`config.mk`:
```
export PLATFORM = sky130hd
export DESIGN_NAME = horner_poly_sequencer
export DESIGN_NICKNAME = d
export VERILOG_FILES = /design/src/rtl/horner_poly_sequencer_pkg.sv /design/src/rtl/horner_poly_sequencer_alu.sv /design/src/rtl/horner_poly_sequencer.sv
export SDC_FILE = /design/constraint.sdc
export NUM_CORES = 2
export LEC_CHECK = 0
export CAP_MARGIN = 20
export CORE_MARGIN = 4
export CORE_UTILIZATION = 65
export CTS_CLUSTER_DIAMETER = 60
export DETAILED_ROUTE_END_ITERATION = 8
export PLACE_DENSITY = 0.83
export SLEW_MARGIN = 15
export SYNTH_ARGS = -nofsm -noshare
export SYNTH_HDL_FRONTEND = slang
export SYNTH_SLANG_ARGS = --single-unit
```
`constraint.sdc`:
```
create_clock -name clk -period 36.7 [get_ports clk]
set_clock_uncertainty 0.1 [all_clocks]
set_input_delay 3.67 -clock clk [delete_from_list [all_inputs] [get_ports clk]]
set_output_delay 3.67 -clock clk [all_outputs]
set_load 0.005 [all_outputs]
```
`src/rtl/horner_poly_sequencer_pkg.sv`:
```
// Shared definitions for the Horner polynomial sequencer and later
// function-approximation sequencers built on FixedPointALU.
//   - ALU opcode constants
//   - sequencer state enum
//   - default Q/N word format and the fixed-point ONE constant
package horner_poly_sequencer_pkg;

    localparam int unsigned Q_DEFAULT = 12;
    localparam int unsigned N_DEFAULT = 32;

    // 1.0 in the default Q format.
    localparam logic [N_DEFAULT-1:0] ONE = N_DEFAULT'(1) << Q_DEFAULT;

    localparam logic [1:0] ALU_ADD = 2'b00;
    localparam logic [1:0] ALU_SUB = 2'b01;
    localparam logic [1:0] ALU_MUL = 2'b10;

    typedef enum logic [2:0] {
        StIdle,
        StLoad,
        StMul,
        StAdd,
        StDone
    } state_e;

endpackage

```
`src/rtl/horner_poly_sequencer_alu.sv`:
```
// FixedPointALU: combinational Q-format two's-complement ALU.
// Ports:
//   a_i, b_i  in  N  operands
//   op_i      in  2  ALU_ADD / ALU_SUB / ALU_MUL (other codes give 0)
//   y_o       out N  result
// Add/sub wrap mod 2^N. Multiply is sign-magnitude: the magnitude product is
// truncated to Q fractional bits and anything above bit N-2 is dropped.
// A result of 0x80..0 is forced to 0. No saturation, no flags.
module FixedPointALU
    import horner_poly_sequencer_pkg::*;
#(
    parameter int unsigned Q = Q_DEFAULT,
    parameter int unsigned N = N_DEFAULT
) (
    input  logic [N-1:0] a_i,
    input  logic [N-1:0] b_i,
    input  logic [1:0]   op_i,
    output logic [N-1:0] y_o
);

    logic             sign_a;
    logic             sign_b;
    logic [N-1:0]     mag_a;
    logic [N-1:0]     mag_b;
    logic [2*N-1:0]   prod;
    logic [2*N-1:0]   prod_shr;
    logic [N-1:0]     mul_mag;
    logic [N-1:0]     mul_res;
    logic [N-1:0]     raw;
    logic             unused_prod;

    always_comb begin
        sign_a   = a_i[N-1];
        sign_b   = b_i[N-1];
        mag_a    = sign_a ? (~a_i + 1'b1) : a_i;
        mag_b    = sign_b ? (~b_i + 1'b1) : b_i;
        prod     = {{N{1'b0}}, mag_a} * {{N{1'b0}}, mag_b};
        prod_shr = prod >> Q;
        // Keep only N-1 magnitude bits; the sign is reapplied below.
        mul_mag  = {1'b0, prod_shr[N-2:0]};
        mul_res  = (sign_a ^ sign_b) ? (~mul_mag + 1'b1) : mul_mag;

        case (op_i)
            ALU_ADD: raw = a_i + b_i;
            ALU_SUB: raw = a_i - b_i;
            ALU_MUL: raw = mul_res;
            default: raw = '0;
        endcase

        y_o = (raw == {1'b1, {(N-1){1'b0}}}) ? '0 : raw;
    end

    assign unused_prod = ^prod_shr[2*N-1:N-1];

endmodule

```
`src/rtl/horner_poly_sequencer.sv`:
```
// horner_poly_sequencer: evaluates y = c0 + x*(c1 + x*(c2 + ...)) by Horner's
// rule on a single shared FixedPointALU, one ALU operation per cycle.
// Ports:
//   clk         in  1      clock, rising edge
//   rst         in  1      synchronous active-high reset
//   coef_we     in  1      coefficient write strobe (dropped while busy)
//   coef_addr   in  DEG_W  coefficient index k
//   coef_wdata  in  N      coefficient value c_k
//   start       in  1      start evaluation (ignored while busy)
//   x           in  N      evaluation point, sampled on accepted start
//   degree      in  DEG_W  polynomial degree, sampled on accepted start
//   busy        out 1      evaluation in progress
//   done        out 1      one-cycle pulse, y valid
//   y           out N      result, held until the next done
module horner_poly_sequencer
    import horner_poly_sequencer_pkg::*;
#(
    parameter int unsigned Q     = Q_DEFAULT,
    parameter int unsigned N     = N_DEFAULT,
    parameter int unsigned DEG_W = 3
) (
    input  logic             clk,
    input  logic             rst,
    input  logic             coef_we,
    input  logic [DEG_W-1:0] coef_addr,
    input  logic [N-1:0]     coef_wdata,
    input  logic             start,
    input  logic [N-1:0]     x,
    input  logic [DEG_W-1:0] degree,
    output logic             busy,
    output logic             done,
    output logic [N-1:0]     y
);

    localparam int unsigned NumCoef = 1 << DEG_W;

    state_e           state_q, state_d;
    logic [N-1:0]     acc_q, acc_d;
    logic [N-1:0]     xr_q, xr_d;
    logic [N-1:0]     y_q, y_d;
    logic [DEG_W-1:0] idx_q, idx_d;
    logic [N-1:0]     coef_q [NumCoef];

    logic [DEG_W-1:0] rd_addr;
    logic [N-1:0]     rd_data;
    logic [N-1:0]     alu_a;
    logic [N-1:0]     alu_b;
    logic [1:0]       alu_op;
    logic [N-1:0]     alu_y;

    FixedPointALU #(
        .Q (Q),
        .N (N)
    ) u_alu (
        .a_i  (alu_a),
        .b_i  (alu_b),
        .op_i (alu_op),
        .y_o  (alu_y)
    );

    assign busy    = (state_q == StLoad) || (state_q == StMul) || (state_q == StAdd);
    assign done    = (state_q == StDone);
    assign y       = y_q;
    assign rd_data = coef_q[rd_addr];

    always_comb begin
        state_d = state_q;
        acc_d   = acc_q;
        xr_d    = xr_q;
        idx_d   = idx_q;
        rd_addr = idx_q;
        // Idle-time ALU inputs held steady to limit toggling.
        alu_a   = acc_q;
        alu_b   = xr_q;
        alu_op  = ALU_ADD;

        unique case (state_q)
            StIdle: begin
                if (start) begin
                    xr_d    = x;
                    idx_d   = degree;
                    state_d = StLoad;
                end
            end
            StLoad: begin
                acc_d   = rd_data;
                state_d = (idx_q == '0) ? StDone : StMul;
            end
            StMul: begin
                alu_op  = ALU_MUL;
                acc_d   = alu_y;
                state_d = StAdd;
            end
            StAdd: begin
                rd_addr = idx_q - 1'b1;
                alu_b   = rd_data;
                alu_op  = ALU_ADD;
                acc_d   = alu_y;
                idx_d   = idx_q - 1'b1;
                state_d = (idx_q == DEG_W'(1)) ? StDone : StMul;
            end
            StDone: begin
                // A start here is accepted back-to-back.
                if (start) begin
                    xr_d    = x;
                    idx_d   = degree;
                    state_d = StLoad;
                end else begin
                    state_d = StIdle;
                end
            end
            default: state_d = StIdle;
        endcase

        // Result is captured on entry to DONE.
        y_d = (state_d == StDone) ? acc_d : y_q;
    end

    always_ff @(posedge clk) begin
        if (rst) begin
            state_q <= StIdle;
            acc_q   <= '0;
            xr_q    <= '0;
            y_q     <= '0;
            idx_q   <= '0;
        end else begin
            state_q <= state_d;
            acc_q   <= acc_d;
            xr_q    <= xr_d;
            y_q     <= y_d;
            idx_q   <= idx_d;
        end
    end

    // Writes land even when start is accepted the same cycle, so LOAD sees them.
    always_ff @(posedge clk) begin
        if (rst) begin
            for (int k = 0; k < int'(NumCoef); k++) begin
                coef_q[k] <= '0;
            end
        end else if (coef_we && !busy) begin
            coef_q[coef_addr] <= coef_wdata;
        end
    end

endmodule

```
==> run metrics <==
crit path launch type flip-flop; reg2reg end y[31]$_SDFFE_PP0N_; antenna violations before repair 3; outcome completed; CP max stage delay 0.81 ns; Clock Latency Late Sink 0.58 ns; layout cell share with drive strength beyond 1 6.91%; gr usage total 39.3%; crit-path max FO 125; non-filler instance count after layout 5944; Ys Warns 0; Tcrit/Tclk final 42.8%; most frequent cells in the layout inv_1, fa_1, nand2_1; post-synthesis register bit count 358; post-synthesis instance area 46400 µm²; Die Span X 275 µm; sw frac 52.0%; cts bufs inserted 30; register clock-pin slew on the reported worst setup and hold paths 0.07 ns; Port Buffer Count 107; min Tclk post-route 15.71 ns; Hold Path Depth 2; fin nets 5934; CTS resizes 0; Max clock buf depth 3; top_reg_cell synth edfxtp_1; Placed Cells 5888; Worst Path Required 37.00 ns; r2r setup slk 20.99 ns; 1st-pass router iterations 8; Pint 1.41 mW; P per Cell Area 58.8 nW/µm²; diodes inserted 0; # hold bufs at CTS 0; Yosys cell types 100; Worst Reg2Reg Path Length in Cells 45; CP Buf/Inv Count 7; critical path class flip-flop to flip-flop; DR WL/cell 24.5 µm; # Post-CTS Setup Buffers 0; FF-to-FF Start state_q[2]$_SDFF_PP0_; Min Hold Slack 0.357 ns; routed via count 37400; Hold Crit Class flip-flop to flip-flop; family with the most delay on the worst path adder cells; peak supply drop 71.9 µV; Seq pwr share 16.3%; Peak Freq 63.6 MHz; Hold Violations, Final 0; first-pass GRT wire length 226000 µm; Initial Util 65.9%; Syn-to-layout area delta 7.57%; P_sw 1.52 mW; worst path arrival time 16.02 ns; design area 49900 µm²; vias per inst 6.28; Levels on crit path 45; Die Ht 275 µm; number of global-route vias before repair 39500; syn avg cell area 9.30 µm²; Slew @ Worst Pin 1.30 ns; Post-DP HPWL 111000 µm; Hold EP xr_q[27]$_SDFFE_PP0P_; fill count 5218; global route overflow 0; Core ar. 70400 µm²; Ports 108; post-layout util 70.8%; commonest non-fill, non-tap cell in the layout inv_1; syn nets 5940; most frequent CP cell fa_1; TritonCTS clock tree built; placed cell area 48800 µm²; CP max-delay cell xnor2_4; row cnt 97; Routed WL 146000 µm; Max Transition Viols Final 0; DRC 0; Gate power share 72.4%; die area 75700 µm²; async set or reset register ratio after synthesis 0%; type of element capturing the critical path flip-flop; largest net degree at the start of global routing 126; Leakage 22.8 nW; max-slew headroom at the worst pin 13.1%; sum of negative setup slack 0 ns; Max-Cap Viols 0; register area share after synthesis 21.0%; Gate Count Post-Synth 4986; ANT nets after route 0; Initial DRC Count 3643; clock root buffer master clkbuf_16; final setup vio count 0; clock sink count 358; Hold Crit Start xr_q[27]$_SDFFE_PP0P_; Clk pwr share 11.3%; CTS H-tree depth 1; RSZ-0062 raised after global routing false; Routability Congestion 1.02; number of synthesized flops with an enable pin 256
-- metrics by stage --
step,power [mW],setup slack [ns]
2_1_floorplan,1.87,23.42
3_3_place_gp,2.49,21.71
3_5_place_dp,2.52,21.37
4_1_cts,2.87,21.31
5_1_grt,3.12,20.34
6_report,2.93,20.99
-- final cells by class --
cell class | instances | area [µm²] | share of cell area, %
inverters | 742 | 2790 | 5.58
well taps | 940 | 1180 | 2.36
clock inverters | 15 | 156 | 0.314
multi-input cells | 3631 | 33300 | 66.7
clock buffers | 41 | 865 | 1.73
repair buffers | 217 | 1910 | 3.82
flip-flops and latches | 358 | 9730 | 19.5
-- synth_stat cells (all sizes together) (84+ instances only) --
library cell / instances / area [µm²]
nand2: 678 / 2540
fa: 689 / 13800
o21ai: 102 / 552
a21oi: 195 / 976
and2: 315 / 1970
mux2i: 105 / 1050
xor2: 84 / 736
clkbuf: 220 / 826
inv: 740 / 2780
nor2: 461 / 1750
ha: 191 / 2390
edfxtp: 256 / 7690
xnor2: 132 / 1170
dfxtp: 102 / 2040
-- logic make-up after synthesis --
| group | Yosys count | share of synthesized area (%) |
|---|---|---|
| AO/OA/AOI/OAI | 585 | 8.32 |
| XOR/XNOR | 222 | 4.41 |
| adder cells (fa/ha/maj) | 880 | 34.9 |
| buffers and inverters | 997 | 8.25 |
| flip-flops | 358 | 21.0 |
| multiplexers | 184 | 5.47 |
| AND/OR/NAND/NOR | 1760 | 17.6 |
-- power groups by stage --
stage / combinational, mW / sequential, mW / clock [mW]
after detailed placement: 2.03 / 0.485 / 0
after global placement: 2.01 / 0.483 / 0
after floorplan: 1.40 / 0.472 / 0
after CTS: 2.06 / 0.476 / 0.333
final: 2.12 / 0.478 / 0.332
after global routing: 2.29 / 0.479 / 0.350
-- how the worst max path moves through the flow --
stage,end,slack (ns),start
final,y[31]$_SDFFE_PP0N_,20.99,state_q[2]$_SDFF_PP0_
after CTS,y[31]$_SDFFE_PP0N_,21.31,state_q[2]$_SDFF_PP0_
after global placement,y[31]$_SDFFE_PP0N_,21.71,state_q[2]$_SDFF_PP0_
after detailed placement,y[31]$_SDFFE_PP0N_,21.37,state_q[2]$_SDFF_PP0_
after floorplan,y[31]$_SDFFE_PP0N_,23.42,state_q[0]$_SDFF_PP0_
after global routing,y[31]$_SDFFE_PP0N_,20.34,state_q[2]$_SDFF_PP0_
-- flip-flops by register name (all words and copies together), names as in the netlist --
name / count
acc_q: 32
idx_q: 3
coef_q: 256
state_q: 3
xr_q: 32
y: 32
-- per-layer routing --
metal | track usage (%) | part of all wire (%) | up-vias
li1 | - | - | 16000
met4 | 22.3 | 7.1 | 6
met2 | 63.9 | 46 | 2376
met3 | 9.01 | 11 | 602
met5 | 0 | 0.035 | -
met1 | 48.8 | 36 | 18400
-- worst register-to-register path, delay by kind of cell (launching register included) --
kind | cells | cell delay (ns)
adders and majority gates | 10 | 4.58
AOI/OAI and AO/OA | 12 | 4.13
and+or+nand+nor | 11 | 2.10
buffers and inverters | 7 | 1.94
xor gates and xnor gates | 3 | 1.20
muxes | 2 | 1.17
DFF | 1 | 0.31
Note: power is estimated with default switching activity, not from simulation.
